--- config.mk ---
export PLATFORM = sky130hd
export DESIGN_NAME = freq_div_prog
export DESIGN_NICKNAME = d
export VERILOG_FILES = /design/src/rtl/freq_div_prog.sv
export SDC_FILE = /design/constraint.sdc
export NUM_CORES = 1
export LEC_CHECK = 0
export CAP_MARGIN = 30
export CORE_ASPECT_RATIO = 0.9
export CORE_UTILIZATION = 50
export DETAILED_ROUTE_END_ITERATION = 12
export PLACE_DENSITY_LB_ADDON = 0.15
export SYNTH_ARGS = -nofsm -noshare
export SYNTH_HDL_FRONTEND = slang
export SYNTH_SLANG_ARGS = --single-unit
--- constraint.sdc ---
create_clock -name clk -period 2.3 [get_ports clk]
set_input_delay 0.69 -clock clk [delete_from_list [all_inputs] [get_ports clk]]
set_output_delay 0.69 -clock clk [all_outputs]
set_load 0.02 [all_outputs]
--- src/rtl/freq_div_prog.sv ---
// Multi-channel programmable clock divider.
// Each channel counts 0..div and produces either a 50% duty divided clock
// (square mode) or a one-cycle enable pulse (tick mode). Divisor and mode
// writes to a running channel go to a shadow register and take effect at
// that channel's next terminal count, so the outputs never glitch.
module freq_div_prog #(
  parameter int CNT_W    = 26,
  parameter int NUM_CH   = 4,
  parameter int CH_W     = 2,
  parameter int DEF_DIV  = 20000,
  parameter int DEF_MODE = 0
) (
  input  logic              clk,
  input  logic              rst_n,
  input  logic [NUM_CH-1:0] en,
  input  logic              sync_clr,
  input  logic              cfg_we,
  input  logic [CH_W-1:0]   cfg_ch,
  input  logic [CNT_W-1:0]  cfg_div,
  input  logic              cfg_mode,
  output logic [NUM_CH-1:0] clk_out,
  output logic [NUM_CH-1:0] tick,
  output logic [NUM_CH-1:0] pending
);

  typedef enum logic {
    MODE_SQUARE = 1'b0,
    MODE_TICK   = 1'b1
  } mode_t;

  localparam logic [CNT_W-1:0] RST_DIV  = CNT_W'(DEF_DIV);
  localparam mode_t            RST_MODE = (DEF_MODE != 0) ? MODE_TICK : MODE_SQUARE;

  for (genvar i = 0; i < NUM_CH; i++) begin : g_ch
    logic [CNT_W-1:0] cnt;
    logic [CNT_W-1:0] div;
    logic [CNT_W-1:0] sh_div;
    mode_t            mode;
    mode_t            sh_mode;
    logic             clk_q;
    logic             tick_q;
    logic             pend_q;
    logic             wr;
    logic             term;

    // Writes addressed beyond NUM_CH match no channel and are dropped.
    assign wr   = cfg_we && (cfg_ch == CH_W'(i));
    assign term = (cnt == div);

    // Channel state: priority is reset, disable, sync_clr, terminal, increment.
    always_ff @(posedge clk or negedge rst_n) begin
      if (!rst_n) begin
        cnt     <= '0;
        div     <= RST_DIV;
        sh_div  <= RST_DIV;
        mode    <= RST_MODE;
        sh_mode <= RST_MODE;
        clk_q   <= 1'b0;
        tick_q  <= 1'b0;
        pend_q  <= 1'b0;
      end else if (!en[i]) begin
        cnt    <= '0;
        clk_q  <= 1'b0;
        tick_q <= 1'b0;
        pend_q <= 1'b0;
        // A direct write is newer than any stale shadow, so it wins.
        if (wr) begin
          div     <= cfg_div;
          mode    <= mode_t'(cfg_mode);
          sh_div  <= cfg_div;
          sh_mode <= mode_t'(cfg_mode);
        end else if (pend_q) begin
          div  <= sh_div;
          mode <= sh_mode;
        end
      end else if (sync_clr) begin
        cnt    <= '0;
        clk_q  <= 1'b0;
        tick_q <= 1'b0;
        if (pend_q) begin
          div  <= sh_div;
          mode <= sh_mode;
        end
        // The old shadow is consumed above before a same-cycle write replaces it.
        if (wr) begin
          sh_div  <= cfg_div;
          sh_mode <= mode_t'(cfg_mode);
          pend_q  <= 1'b1;
        end else begin
          pend_q  <= 1'b0;
        end
      end else if (term) begin
        cnt    <= '0;
        tick_q <= 1'b1;
        if (pend_q) begin
          div  <= sh_div;
          mode <= sh_mode;
          if (sh_mode != mode)          clk_q <= 1'b0;
          else if (sh_mode == MODE_TICK) clk_q <= 1'b1;
          else                          clk_q <= ~clk_q;
        end else begin
          clk_q <= (mode == MODE_TICK) ? 1'b1 : ~clk_q;
        end
        if (wr) begin
          sh_div  <= cfg_div;
          sh_mode <= mode_t'(cfg_mode);
          pend_q  <= 1'b1;
        end else begin
          pend_q  <= 1'b0;
        end
      end else begin
        cnt    <= cnt + CNT_W'(1);
        tick_q <= 1'b0;
        if (mode == MODE_TICK) clk_q <= 1'b0;
        if (wr) begin
          sh_div  <= cfg_div;
          sh_mode <= mode_t'(cfg_mode);
          pend_q  <= 1'b1;
        end
      end
    end

    assign clk_out[i] = clk_q;
    assign tick[i]    = tick_q;
    assign pending[i] = pend_q;
  end

endmodule

Word-level counts from Yosys, hierarchy flattened

Cells that the tools add are included.

Bitwise logic cells: 4
Add/subtract/negate cells: 4
Muxes and demuxes: 116
Reductions and logical operators: 5
Equality and inequality tests: 23

Operators with widths:

| operator                                                                 | number |
|---|---|
| 26-bit two-way mux                                                       | 32 |
| 26-bit by 1-bit adder with 26-bit output (second input constant)         | 4 |
| 26-bit equality test                                                     | 4 |
| 1-bit two-way mux                                                        | 84 |
| 4-bit by 1-bit inequality test with 1-bit output (second input constant) | 8 |
| 3-bit by 1-bit inequality test with 1-bit output (second input constant) | 4 |
| 2-bit equality test (second input constant)                              | 2 |
| 1-bit logical AND                                                        | 4 |
| 1-bit inequality test                                                    | 4 |
| 1-bit NOT                                                                | 4 |
| 2-bit by 1-bit equality test with 1-bit output (second input constant)   | 1 |
| 2-bit zero test                                                          | 1 |

Register bits after elaboration: 332
Output and inout bits: 12
Word-level logic and storage cells: 184

Depth between registers and ports, before layout

Gate-level depths: netlist (run 1).

Depth after elaboration: 7
Mapped depth: 8
Gate-level depth less buffers: 6

Worst setup path after synthesis (run 1)

No wires, ideal clock.

Path type: input port to flip-flop
Start: in en[3]
End: reg g_ch[3].div[4]
Stages: 6
Library setup time: 84 ps
Slack: 323 ps
Arrival: 1894 ps
Path buffers: 1
Cells stage by stage: nand4b_2 and2_1 nor2_2 clkbuf_1 nor2_1 a22oi_2

Cells in the longest elaborated chain, start to end: 1

Ends and longest elaborated chain:

| item                                                                                                           | RTL line | source |
|---|---|---|
| start, declared                                                                                                | 15       | `input logic [NUM_CH-1:0] en,` |
| 3-bit by 1-bit inequality test with 1-bit output (no source line) / 26-bit two-way mux (equally long branches) | --       |  |
| end signal, assigned                                                                                           | 68       | `div <= cfg_div;` |
| end signal, assigned                                                                                           | 73       | `div <= sh_div;` |
| end signal, assigned                                                                                           | 81       | `div <= sh_div;` |
| end, declared                                                                                                  | 36       | `logic [CNT_W-1:0] div;` |

Several ways; a longest one is shown, not always the timed one.
A chain may end at the register's enable or synchronous reset.

Worst setup path in the final report (run 1)

Start: reg g_ch[3].clk_q
End: out clk_out[3]

RTL lines:

| item                   | RTL line | source |
|---|---|---|
| start, declared        | 40       | `logic clk_q;` |
| start signal, assigned | 100      | `else clk_q <= ~clk_q;` |
| start signal, assigned | 102      | `clk_q <= (mode == MODE_TICK) ? 1'b1 : ~clk_q;` |
| end, declared          | 21       | `output logic [NUM_CH-1:0] clk_out,` |

No word-level cell between the ends.

==> results of run 1 <==
[cell usage after synthesis (all sizes together)]
master / instances / area [sq um]
a21oi: 3 / 18.8
a22oi: 104 / 896
a311o: 4 / 40.0
a31oi: 4 / 25.0
a32o: 4 / 40.0
a41o: 4 / 40.0
and2: 7 / 43.8
and3: 12 / 75.1
and4: 12 / 105
buf: 65 / 453
clkbuf: 44 / 165
dfrtp: 292 / 7310
dfstp: 40 / 1050
ha: 4 / 50.1
inv: 26 / 97.6
mux2: 105 / 1180
mux2i: 4 / 40.0
nand2: 38 / 143
nand2b: 1 / 6.26
nand3: 40 / 200
nand3b: 81 / 608
nand4: 53 / 338
nand4b: 4 / 68.8
nand4bb: 1 / 11.3
nor2: 243 / 920
nor2b: 6 / 37.5
nor3: 14 / 70.1
nor3b: 1 / 7.51
nor4: 13 / 200
o2111ai: 1 / 26.3
o21ai: 117 / 586
o22ai: 3 / 18.8
or2: 2 / 12.5
or3: 29 / 181
xnor2: 122 / 1080
xor2: 77 / 674
[how the worst min path moves through the flow]
stage                                        from                             end  depth (start not counted)
finish                                      rst_n  g_ch[2].sh_div[22]$_DFFE_PN0P_                          1
global route                                rst_n  g_ch[2].sh_div[22]$_DFFE_PN0P_                          1
CTS                                         rst_n  g_ch[2].sh_div[22]$_DFFE_PN0P_                          1
detailed placement  g_ch[2].sh_div[4]$_DFFE_PN0P_   g_ch[2].sh_div[4]$_DFFE_PN0P_                          1
global placement    g_ch[2].sh_div[2]$_DFFE_PN0P_   g_ch[2].sh_div[2]$_DFFE_PN0P_                          1
floorplan                                   rst_n       g_ch[0].clk_q$_DFFE_PN0P_                          0
[worst reg2reg max path, delay by kind of cell, from the launching register on]
kind                      cells  cell delay [ns]
AOI/OAI and AO/OA             2             0.50
buffers and inverters         1             0.20
DFF                           1             0.54
and+or+nand+nor               2             0.70
xor gates and xnor gates      1             0.11
[metrics by stage]
step                      cell area, sq um  hold WS, ns  cells
after floorplan                      16800        0.394   1580
after global placement               18100        0.478   2021
after detailed placement             18100        0.484   2021
after CTS                            19300       0.0738   2086
after global routing                 19300       0.0889   2086
final                                19300       0.0782   2087
[flip-flops by register name, indices dropped and copies added, names as in the netlist]
signal / flops
g_ch.mode: 4
g_ch.pend_q: 4
g_ch.div: 104
g_ch.clk_q: 4
g_ch.sh_div: 104
g_ch.sh_mode: 4
g_ch.tick_q: 4
g_ch.cnt: 104
[report_power, final]
group          switching (mW)  total, mW  internal, mW
registers               0.630       7.48          6.85
logic                    1.09       2.33          1.24
clock network            2.35       5.89          3.55
total                    4.06       15.7          11.6
[routing by layer]
layer / up-vias / GRT usage / wire length, um
met2: 257 / 0.374 / 18200
met3: 75 / 0.0430 / 1930
li1: 5654 / - / -
met1: 5959 / 0.373 / 19800
met4: 0 / 0.0758 / 1200
met5: - / 0 / 0
[cell type report]
| cell class | instances | area [sq um] | area share |
|---|---|---|---|
| tap | 422 | 528 | 0.0274 |
| clock buffer | 61 | 1130 | 0.0584 |
| multi-input combinational | 1113 | 7760 | 0.402 |
| inverter | 26 | 97.6 | 0.00506 |
| timing repair buffer | 128 | 1340 | 0.0693 |
| antenna | 1 | 2.50 | 0.000130 |
| clock inverter | 4 | 70.1 | 0.00363 |
| sequential | 332 | 8360 | 0.434 |
[timing repair]
item / CTS / global route
gates resized for setup: 2 / 2
pin swaps: 0 / 0
endpoints found under the setup margin: 2 / 18
[kinds of logic (layout without fill, tap and decap cells)]
logic type	count (synthesis)	in the layout	share of synthesized area
simple gates	557	557	0.180
flops	332	332	0.497
compound gates	244	244	0.101
xor+xnor	199	199	0.104
buf+inv	135	219	0.0426
mux	109	109	0.0727
fa+ha+maj	4	4	0.00298
other cells	0	1	0
==> flow_summary.toml, run 1 <==
[clock_network]
ctsHoldBuffers = 0
clock_path_buffers = 3
cts_setup_buffers = 0
cts_root_buf = "clkbuf_16"
htree_num_levels = 2
clock_latency_ns = 0.52
cts_tree = "yes"
cts_num_sinks = 332
clkTransAtPathRegs_ns = 0.06
numCtsBuffers = 37

[power_and_ir_drop]
irDropWorstVdd_v = 0.000483
p_total_mw = 15.7
p_leak_nw = 7.76
power_density_nw_per_um2 = 814

[floorplan]
core_sq_um = 33000
die_height_um = 176
dieArea_sq_um = 34400
dieWidth_um = 195
initial_utilization = 0.509
rows = 63
pin_count = 49

[sta]
setup_tns_ns = 0
max_freq_mhz = 446
grt_setup_unrepaired = "no"
period_share = 0.975
drv_slew = 0
fin_skew_ns = 0.0132
fin_crit_ns = 2.24
fin_ws_ns = 0.0576
setup_viol = 0
tightestPinTransition_ns = 0.818
slew_headroom = 0.454
finalHoldViolCount = 0

[synthesis]
ys.warnings.count = 0
yosys.cell_types.count = 49
syn_inst = 1580
yosys_register_bits = 332
synthesis.area_sq_um = 16800
syn_avg_cell_area_sq_um = 10.6
ys_seq_area_frac = 0.497
syn_nets = 1621

[global_routing]
antenna_found_initial = 0
grt_pass1_wl_um = 67900
grt_pass1_vias = 12000
track_usage = 0.251
grt-ovfl-total = 0
grt_max_degree = 59

[critical_path]
crit_family = "buffers and inverters"
cp_max_fo = 3
crit_start = "g_ch[3].clk_q$_DFFE_PN0P_"
path_buf_inv = 1
worstPathCellList = "clkdlybuf4s50_1"
crit_type = "flop to output pin"
worst_path_max_delay_cell = "clkdlybuf4s50_1"
rr_worst_depth = 6
arrival_ns = 1.55
critPathLaunchType = "flop"
timing.rr.end = "g_ch[1].div[15]$_DFFE_PN0P_"
regToRegStartpoint = "g_ch[1].div[10]$_DFFE_PN1P_"
critPathCaptureType = "output pin"
required_ns = 1.61
r2r_slack_ns = 0.13
cpPeakStageDelay_ns = 0.62
crit_path_end = "clk_out[3]"
crit_cells = 1

[final_layout]
fillCellCount = 2902
utilization = 0.584
mostFrequentLayoutCell = "dfrtp_1"
area_growth_pct = 14.6
nets = 1679
layout-drive-gt1-share = 0.200
most-common-layout-cells = "292 x dfrtp_1, 239 x nor2_1, 121 x xnor2_1"

[detailed_routing]
ant_nets = 0
drt_wl_total_um = 41100
first_pass_iters = 5
vias_per_cell = 5.72
drc_errors = 0
vias = 11900
wl_per_cell_um = 19.7
first_iter_violations = 697

[place]
hpwl_um = 27700
place.gp.congestion = 0.831
dp_slack_ns = -0.418
io_buffers = 48

[outcome]
status = "completed"

[hold_path]
hold_class = "input port to asynchronous set/reset pin"

[flow_run]
drv_cap = 0
No activity file was read; power rests on OpenSTA's default activity.
==> run 2: changes to the inputs <==
CORE_UTILIZATION = 60   (was 50)
==> flow_summary.toml, run 2 (same netlist as run 1, synthesis figures left out) <==
[critical_path]
worst_path_max_delay_cell = "clkdlybuf4s50_1"
required_ns = 1.61
arrival_ns = 1.54
critPathCaptureType = "output pin"
crit_type = "flop to output pin"
worstPathCellList = "clkdlybuf4s50_1"
cp_max_fo = 3
critPathLaunchType = "flop"
crit_family = "buffers and inverters"
cpPeakStageDelay_ns = 0.63
path_buf_inv = 1

[sta]
grt_setup_unrepaired = "no"
setup_tns_ns = 0
tightestPinTransition_ns = 0.740
slew_headroom = 0.506
finalHoldViolCount = 0
fin_crit_ns = 2.23
drv_slew = 0
fin_skew_ns = 0.0103
max_freq_mhz = 449
whs_ns = 0.0882
setup_viol = 0
period_share = 0.968

[final_layout]
reg.largest.list = "g_ch.cnt: 104 flops, g_ch.div: 104 flops, g_ch.sh_div: 104 flops"
mostFrequentLayoutCell = "dfrtp_1"
area_growth_pct = 14.3
design_area_sq_um = 19200
multi_input_area_sq_um = 7760
fillCellCount = 2025
nets = 1670
most-common-layout-cells = "292 x dfrtp_1, 240 x nor2_1, 121 x xnor2_1"
seqCellArea_sq_um = 8360
layout-drive-gt1-share = 0.197

[floorplan]
pin_count = 49
core_sq_um = 27200
dieArea_sq_um = 28700
rows = 57
dieWidth_um = 178
die_height_um = 161
initial_utilization = 0.617

[place]
hpwl_um = 26800
io_buffers = 48
place.gp.congestion = 0.846
postPlaceCellArea_sq_um = 18000

[global_routing]
grt_pass1_wl_um = 65400
grt_max_degree = 53
track_usage = 0.292
grt-ovfl-total = 0
antenna_found_initial = 1
grt_pass1_vias = 12200

[power_and_ir_drop]
p_leak_nw = 7.74
irDropWorstVdd_v = 0.000980
power_density_nw_per_um2 = 825

[detailed_routing]
wl_per_cell_um = 19.9
first_iter_violations = 861
drt_wl_total_um = 40100
first_pass_iters = 5
vias_per_cell = 6.04
ant_nets = 0
vias = 12100
drc_errors = 0

[clock_network]
clkTransAtPathRegs_ns = 0.06
clock_latency_ns = 0.52
clock_path_buffers = 3
cts_root_buf = "clkbuf_16"
numCtsBuffers = 36
cts_tree = "yes"
cts_setup_buffers = 0
htree_num_levels = 2
cts_num_sinks = 332

[hold_path]
hold_class = "input port to asynchronous set/reset pin"

[flow_run]
drv_cap = 0

[outcome]
status = "completed"
==> run 2: worst register-to-register path: stages (launching register included) <==
cell and delay [ns]:
dfrtp_1 0.42, xnor2_1 0.28, nand4_1 0.12, nor2_1 0.38, a311o_2 0.32, buf_12 0.26
a22oi_1 0.17
==> run 2: what timing repair did <==
action	in CTS	in global routing
resized for setup	1	0
setup endpoints to repair	1	0
hold buffers	0	0
==> run 2: final cells by class <==
| class | instances | area share |
|---|---|---|
| repair buffers | 120 | 0.0696 |
| diodes | 1 | 0.000130 |
| multi-input cells | 1113 | 0.404 |
| clock buffers | 55 | 0.0548 |
| well taps | 354 | 0.0230 |
| clock inverters | 11 | 0.00879 |
| inverters | 26 | 0.00508 |
| flip-flops and latches | 332 | 0.435 |
==> run 2: per-stage QoR <==
step	setup slack, ns	utilization	total power [mW]	std cells
after detailed placement	-0.314	0.660	9.93	1945
after CTS	0.0518	0.705	16.0	2011
after global routing	0.0201	0.705	16.5	2011
after global placement	-0.249	0.660	9.82	1945
final	0.0727	0.705	15.9	2012
after floorplan	0.323	-	9.05	1580
==> run 2: final timing paths <==
path | startpoint | end | slack (ns) | depth (start not counted)
worst min-delay path | rst_n | g_ch[2].cnt[25]$_DFF_PN0_ | 0.09 | 1
min in group clk | g_ch[2].sh_div[16]$_DFFE_PN0P_ | g_ch[2].sh_div[16]$_DFFE_PN0P_ | 0.50 | 1
worst min register to register | g_ch[2].sh_div[16]$_DFFE_PN0P_ | g_ch[2].sh_div[16]$_DFFE_PN0P_ | 0.50 | 1
worst max register to register | g_ch[0].cnt[8]$_DFF_PN0_ | g_ch[0].div[4]$_DFFE_PN0P_ | 0.22 | 6
worst max-delay path | g_ch[3].clk_q$_DFFE_PN0P_ | clk_out[3] | 0.07 | 1
max in group asynchronous | rst_n | g_ch[0].div[14]$_DFFE_PN1P_ | 1.52 | 2
==> run 2: layer usage <==
metal  vias to the layer above  part of all wire  global-route usage
met5                         -                 0                   0
met4                         0             0.025              0.0840
met3                        76             0.060              0.0459
met2                       321              0.48               0.459
met1                      6111              0.44               0.418
li1                       5637                 -                   -
==> run 2: where the power goes <==
part	leakage [nW]	switching, mW	internal, mW
logic	3.07	1.13	1.25
registers	4.07	0.631	6.85
clock network	0.601	2.38	3.63
==> run 3: changes to the inputs <==
CELL_PAD_IN_SITES_DETAIL_PLACEMENT = 1   (was default)
CELL_PAD_IN_SITES_GLOBAL_PLACEMENT = 1   (was default)
CORE_ASPECT_RATIO = 1.25   (was 0.9)
CORE_MARGIN = 2   (was default)
CORE_UTILIZATION = 50   (was 60)
==> flow_summary.toml, run 3 (same netlist as run 1, synthesis figures left out) <==
[critical_path]
path_buf_inv = 1
worstPathCellList = "clkdlybuf4s50_1"
crit_family = "buffers and inverters"
worst_path_max_delay_cell = "clkdlybuf4s50_1"
required_ns = 1.61
critPathCaptureType = "output pin"
cp_max_fo = 2
crit_type = "flop to output pin"
cpPeakStageDelay_ns = 0.62
arrival_ns = 1.56
critPathLaunchType = "flop"

[detailed_routing]
vias_per_cell = 5.87
ant_nets = 0
vias = 12300
first_iter_violations = 754
drc_errors = 0
first_pass_iters = 5
wl_per_cell_um = 22.0
drt_wl_total_um = 46000

[global_routing]
track_usage = 0.269
grt_pass1_wl_um = 75000
antenna_found_initial = 1
grt-ovfl-total = 0
grt_pass1_vias = 13500
grt_max_degree = 57

[final_layout]
reg.largest.list = "g_ch.cnt: 104 flops, g_ch.div: 104 flops, g_ch.sh_div: 104 flops"
most-common-layout-cells = "292 x dfrtp_1, 240 x nor2_1, 121 x xnor2_1"
seqCellArea_sq_um = 8360
antenna_cells = 0
nets = 1685
mostFrequentLayoutCell = "dfrtp_1"
utilization = 0.586
area_growth_pct = 16.2
fillCellCount = 3533
multi_input_area_sq_um = 7760
layout-drive-gt1-share = 0.206

[place]
dp_slack_ns = -0.533
place.gp.congestion = 0.823
io_buffers = 48
hpwl_um = 30900

[clock_network]
ctsHoldBuffers = 0
clock_latency_ns = 0.54
numCtsBuffers = 37
htree_num_levels = 2
cts_num_sinks = 332
cts_setup_buffers = 0
clkTransAtPathRegs_ns = 0.06
cts_root_buf = "clkbuf_16"
cts_tree = "yes"
clock_path_buffers = 3

[sta]
grt_setup_unrepaired = "no"
tightestPinTransition_ns = 0.777
setup_viol = 0
period_share = 0.980
fin_ws_ns = 0.0469
finalHoldViolCount = 0
whs_ns = 0.0592
drv_slew = 0
max_freq_mhz = 444
fin_crit_ns = 2.25
slew_headroom = 0.481
fin_skew_ns = 0.0137

[power_and_ir_drop]
irDropWorstVdd_v = 0.000475
power_density_nw_per_um2 = 836
p_leak_nw = 7.91

[floorplan]
initial_utilization = 0.505
dieWidth_um = 168
core_sq_um = 33300
dieArea_sq_um = 35100
die_height_um = 209
rows = 75
pin_count = 49

[hold_path]
hold_class = "input port to asynchronous set/reset pin"

[flow_run]
drv_cap = 0

[outcome]
status = "completed"
-- run 3: power breakdown --
group	internal, mW	leakage, nW	total, mW	switching, mW
clock network	3.96	0.651	6.43	2.47
registers	6.85	4.07	7.49	0.646
logic	1.26	3.19	2.42	1.16
-- run 3: timing repair --
| item | CTS | global route |
|---|---|---|
| endpoints found under the setup margin | 3 | 32 |
| resized for setup | 2 | 3 |
| gates cloned | 0 | 0 |
-- run 3: final timing paths --
check / start / endpoint / slack [ns] / depth (start not counted)
max: g_ch[2].pend_q$_DFFE_PN0P_ / pending[2] / 0.05 / 1
min: rst_n / g_ch[1].cnt[25]$_DFF_PN0_ / 0.06 / 1
max reg2reg: g_ch[1].cnt[21]$_DFF_PN0_ / g_ch[1].div[18]$_DFFE_PN0P_ / 0.14 / 7
min reg2reg: g_ch[2].sh_div[7]$_DFFE_PN0P_ / g_ch[2].sh_div[7]$_DFFE_PN0P_ / 0.50 / 1
max in group asynchronous: rst_n / g_ch[0].div[11]$_DFFE_PN1P_ / 1.51 / 2
min in group clk: g_ch[2].sh_div[7]$_DFFE_PN0P_ / g_ch[2].sh_div[7]$_DFFE_PN0P_ / 0.50 / 1
-- run 3: layout make-up --
type | instances | area share
sequential | 332 | 0.428
timing repair buffer | 134 | 0.0755
multi-input combinational | 1113 | 0.397
inverter | 26 | 0.00500
tap | 423 | 0.0271
clock buffer | 57 | 0.0580
clock inverter | 11 | 0.00942
-- run 3: stage by stage --
step / total power, mW / instance area (sq um) / std cells / TNS (ns)
floorplan: 9.05 / 16800 / 1580 / 0
global route: 17.0 / 19500 / 2096 / 0
global placement: 9.83 / 18200 / 2028 / -55.93
CTS: 16.5 / 19500 / 2096 / 0
detailed placement: 9.99 / 18200 / 2028 / -61.59
finish: 16.3 / 19500 / 2096 / 0
-- run 3: layer usage --
metal / GRT usage / up-vias / routed length [um]
met4: 0.0981 / 2 / 1660
met2: 0.467 / 173 / 23400
met3: 0.0358 / 77 / 1340
li1: - / 5653 / -
met1: 0.346 / 6407 / 19600
met5: 0 / - / 19
==> RTL change 1 (flow settings as in run 1) <==
Reset style: synchronous (`rst_n`), changed in one clocked block.
--- a/src/rtl/freq_div_prog.sv
+++ b/src/rtl/freq_div_prog.sv
@@ -49,5 +49,5 @@
 
     // Channel state: priority is reset, disable, sync_clr, terminal, increment.
-    always_ff @(posedge clk or negedge rst_n) begin
+    always_ff @(posedge clk) begin
       if (!rst_n) begin
         cnt     <= '0;
Function: not settled (the Yosys comparison gave no result); the edit may change what the design does.
==> RTL change 1 against run 1 <==
  * Design area down 0.79%
  * Worst setup slack better by 0.022 ns
  * Area after synthesis increased by 0.63%
  * Register-to-register slack better by 0.06 ns
  * Sequential cell count unchanged
  * Wire length up 2.0%
  * Critical path type unchanged
  * Highest routed layer unchanged
Power is not compared: it rests on default switching activity, and its combinational part moved more than twofold at a synthesized area within 25%.
==> RTL change 1: results (changes against run 1) <==
Run status
  • Status: finished, final reports clean

Critical path
  • CP Capture Point: clk_out[1]
  • Crit path from: g_ch[1].clk_q$_SDFFE_PP0P_
  • Crit Reg-Reg Endpoint: g_ch[0].cnt[20]$_SDFF_PP0_
  • WP data arrival: 1.53 ns (-0.02 ns)
  • R2r startpoint: g_ch[0].cnt[1]$_SDFF_PP0_

Cells and area
  • P&R area growth vs syn: 13.0%
  • Final non-clock buffer share: 0.0675 (-0.00187)
  • ClkCell Share: 0.0600 (-0.00206)
  • Nets: 2044 (+22%)
  • Flip-flop and latch count: 332 (unchanged)
  • Layout inverter count without the clock tree: 14 (-46%)
  • Number of non-clock buffers: 117 (-8.6%)
  • Layout cells sized above 1: 0.0815 (-0.119)

GRT
  • Initial antenna violation count: 1 (+1)
  • Number of global-route vias before repair: 12.5k (+4.0%)
  • Routing usage on met3: 0.0384 (-0.00458)
  • First-pass GRT wire length: 67800 µm (about the same)
  • GRT met2 Usage: 0.396 (+0.0218)

STA
  • Setup Skew: 0.0256 ns (+0.0124 ns)
  • Hold slack: 0.459 ns (+0.381 ns)
  • Slew margin rel.: 0.544 (+0.0897)
  • Fmax: 450 MHz (+0.99%)

Drt
  • Length of routed met3 wiring: 2100 µm (+8.5%)
  • Routed WL: 42000 µm (+2.0%)
  • Met1 WL: 19700 µm (-0.63%)
  • Met2 WL: 19000 µm (+4.1%)

Yosys
  • Register area share after synthesis: 0.393 (-0.104)
  • Yosys cell types: 50 (+2.0%)
  • Syn_area_per_cell: 8.40 µm² (-21%)
  • Top post-synthesis cells by area: dfxtp_1 39%, mux2i_1 13%, nand2_1 11%
  • Syn Nets: 2056 (+27%)

Place
  • Post-DP Area: 18000 µm² (-0.56%)
  • Pre-CTS WS: -0.174 ns (+0.244 ns)
  • HPWL after DPL: 27500 µm (-0.69%)
  • Final GP Congestion: 0.824 (-0.85%)

Clock network
  • Num CTS Buffers: 36 (-2.7%)
## RTL change 1: changes by cell type after synthesis, sizes merged, moves of 40 or more
cell / before / now
nand2: 38 / 518
dfxtp: 0 / 332
dfrtp: 292 / 0
mux2i: 4 / 213
nor2: 243 / 127
mux2: 105 / 0
a22oi: 104 / 0
a21boi: 0 / 88
nand3b: 81 / 0
clkbuf: 44 / 92
o21ai: 117 / 74
xor2: 77 / 120
xnor2: 122 / 80
dfstp: 40 / 0
## RTL change 1: logic make-up (layout without fill, tap and decap cells)
group,after synthesis,in the layout,synth area share
other cells,0,1,0
simple gates,852,852,0.228
fa+ha+maj,4,4,0.00296
xor+xnor,200,200,0.104
buf+inv,181,191,0.0517
flops,332,332,0.393
mux,213,213,0.126
compound gates,233,233,0.0950
==> RTL change 2 (flow settings as in run 1) <==
Made on the original files. Set the parameter `DEF_MODE` to 1 (it was 0).
--- a/src/rtl/freq_div_prog.sv
+++ b/src/rtl/freq_div_prog.sv
@@ -9,5 +9,5 @@
   parameter int CH_W     = 2,
   parameter int DEF_DIV  = 20000,
-  parameter int DEF_MODE = 0
+  parameter int DEF_MODE = 1
 ) (
   input  logic              clk,
Function: not settled (the Yosys comparison gave no result); the edit may change what the design does.
==> RTL change 2 against run 1 <==
  * Sequential power is essentially flat
  * Total power is 0.45% higher
  * Maximum frequency down 0.39%
  * Design area rose by 0.14%
  * Count of clock-buffer cells in the layout shrank 7
  * Critical path type unchanged
  * Wire length is 1.2% lower
  * Area after synthesis barely moved
  * Worst setup slack lost 0.0088 ns
  * Sequential cell count stayed put
==> RTL change 2: results (changes against run 1) <==
Run status
  • Status: finished, final reports clean

GRT
  • Largest net degree at the start of global routing: 55 (-6.8%)
  • First-pass GRT wire length: 66500 µm (-2.0%)
  • Initial antenna violation count: 1 (+1)
  • Gr usage total: 0.246 (-0.00429)

Place
  • Post-DP Area: 18100 µm² (unchanged)
  • Port buffer count: 48 (unchanged)
  • Dpl cells: 2013 (-0.40%)
  • HPWL after DPL: 26900 µm (-2.8%)
  • Pre-CTS WS: -0.407 ns (+0.0104 ns)
  • Final GP Congestion: 0.853 (+2.6%)

Drt
  • Via count: 11.8k (-0.85%)
  • Iteration count of the initial detailed-routing pass: 5 (unchanged)
  • Iter 0 DRT Violations: 686 (-1.6%)
  • Routed WL: 40600 µm (-1.2%)

Yosys
  • Register area share after synthesis: 0.497 (about the same)
  • Yosys cell types: 49 (unchanged)
  • Synth async-reset ratio: 1.00 (unchanged)
  • Syn_area_per_cell: 10.6 µm² (about the same)
  • Top post-synthesis cells by area: dfrtp_1 42%, dfstp_2 7.5%, mux2_2 7.0%
  • Syn Nets: 1621 (unchanged)
  • Syn. warnings: 0 (unchanged)
  • Synth cell count leaders: 284 x dfrtp_1, 240 x nor2_1, 121 x xnor2_1

Clock network
  • Num CTS Buffers: 37 (unchanged)
  • Max Buffers Root-to-Sink: 3 (unchanged)
  • Clock transition at path regs: 0.06 ns (about the same)
  • CTS Root Buffer Type: clkbuf_16
  • H-tree levels: 2 (unchanged)
  • Worst-Skew Late Latency: 0.53 ns

Critical path
  • Crit path largest cell delay: 0.64 ns (+0.02 ns)
  • Max FO, Critical Path: 2 (-1)
  • WP data arrival: 1.56 ns
  • Crit path from: g_ch[2].pend_q$_DFFE_PN0P_
  • CP delay by family, top: buffers and inverters
  • Slowest cell on the critical path: clkdlybuf4s50_1
  • R2r startpoint: g_ch[1].div[11]$_DFFE_PN1P_
  • Reg2Reg Depth: 6 (unchanged)

Cells and area
  • Biggest regs: g_ch.cnt x104, g_ch.div x104, g_ch.sh_div x104
  • Finished Layout Cells: 2081 (-0.29%)
  • Layout cells sized above 1: 0.206 (+0.00603)
  • ANT cells: 0 (-1)
  • Nets: 1671 (-0.48%)

Power
  • Peak supply drop: 0.000551 V (+14%)
  • Leak Pwr: 7.73 nW (-0.45%)

Hold path
  • Worst min-delay path class: primary input to async pin

STA
  • Setup Skew: 0.0156 ns (+0.00243 ns)
  • Slew of the pin with the lowest slew margin: 0.815 ns (-0.00330 ns)
-- RTL change 2: final timing paths --
kind,slack (ns),end
setup / recovery,0.05,pending[2]
hold reg to reg,0.49,g_ch[3].sh_div[6]$_DFFE_PN0P_
max in group asynchronous,1.48,g_ch[0].cnt[3]$_DFF_PN0_
setup reg to reg,0.18,g_ch[1].div[12]$_DFFE_PN0P_
hold / removal,0.07,g_ch[2].cnt[13]$_DFF_PN0_
min in group clk,0.49,g_ch[3].sh_div[6]$_DFFE_PN0P_
-- RTL change 2: timing repair --
item	4_1_cts	5_1_grt
resized for setup	1	0
setup buffers	0	0
endpoints found under the hold margin	0	0
setup endpoints to repair	1	0
-- RTL change 2: report_power, final --
group | total (mW) | switching [mW] | internal (mW)
combinational | 2.33 | 1.08 | 1.25
sequential | 7.50 | 0.630 | 6.87
clock | 5.94 | 2.43 | 3.51
-- RTL change 2: stage by stage --
step	power (mW)	utilization
after CTS	15.9	0.584
after global placement	9.86	0.547
after detailed placement	9.94	0.547
final	15.8	0.584
after floorplan	9.07	-
after global routing	16.5	0.584
-- RTL change 2: kinds of logic after synthesis --
group                      Yosys count  synth area share
DFF                                332             0.497
and+or+nand+nor                    557             0.180
AOI/OAI and AO/OA                  244             0.100
buffers and inverters              135            0.0425
xor gates and xnor gates           199             0.104
muxes                              109            0.0727
adders and majority gates            4           0.00297
-- RTL change 2: per-layer routing --
layer | share of wire | GRT usage
met1 | 0.48 | 0.355
met2 | 0.46 | 0.385
met3 | 0.030 | 0.0304
met4 | 0.030 | 0.0843
met5 | 0 | 0
-- RTL change 2: final cells by class --
type,count,area [µm²]
timing repair buffer,120,1330
tap,422,528
fill,2835,13700
clock inverter,14,106
clock buffer,54,1120
multi-input combinational,1113,7760
sequential,332,8370
inverter,26,97.6
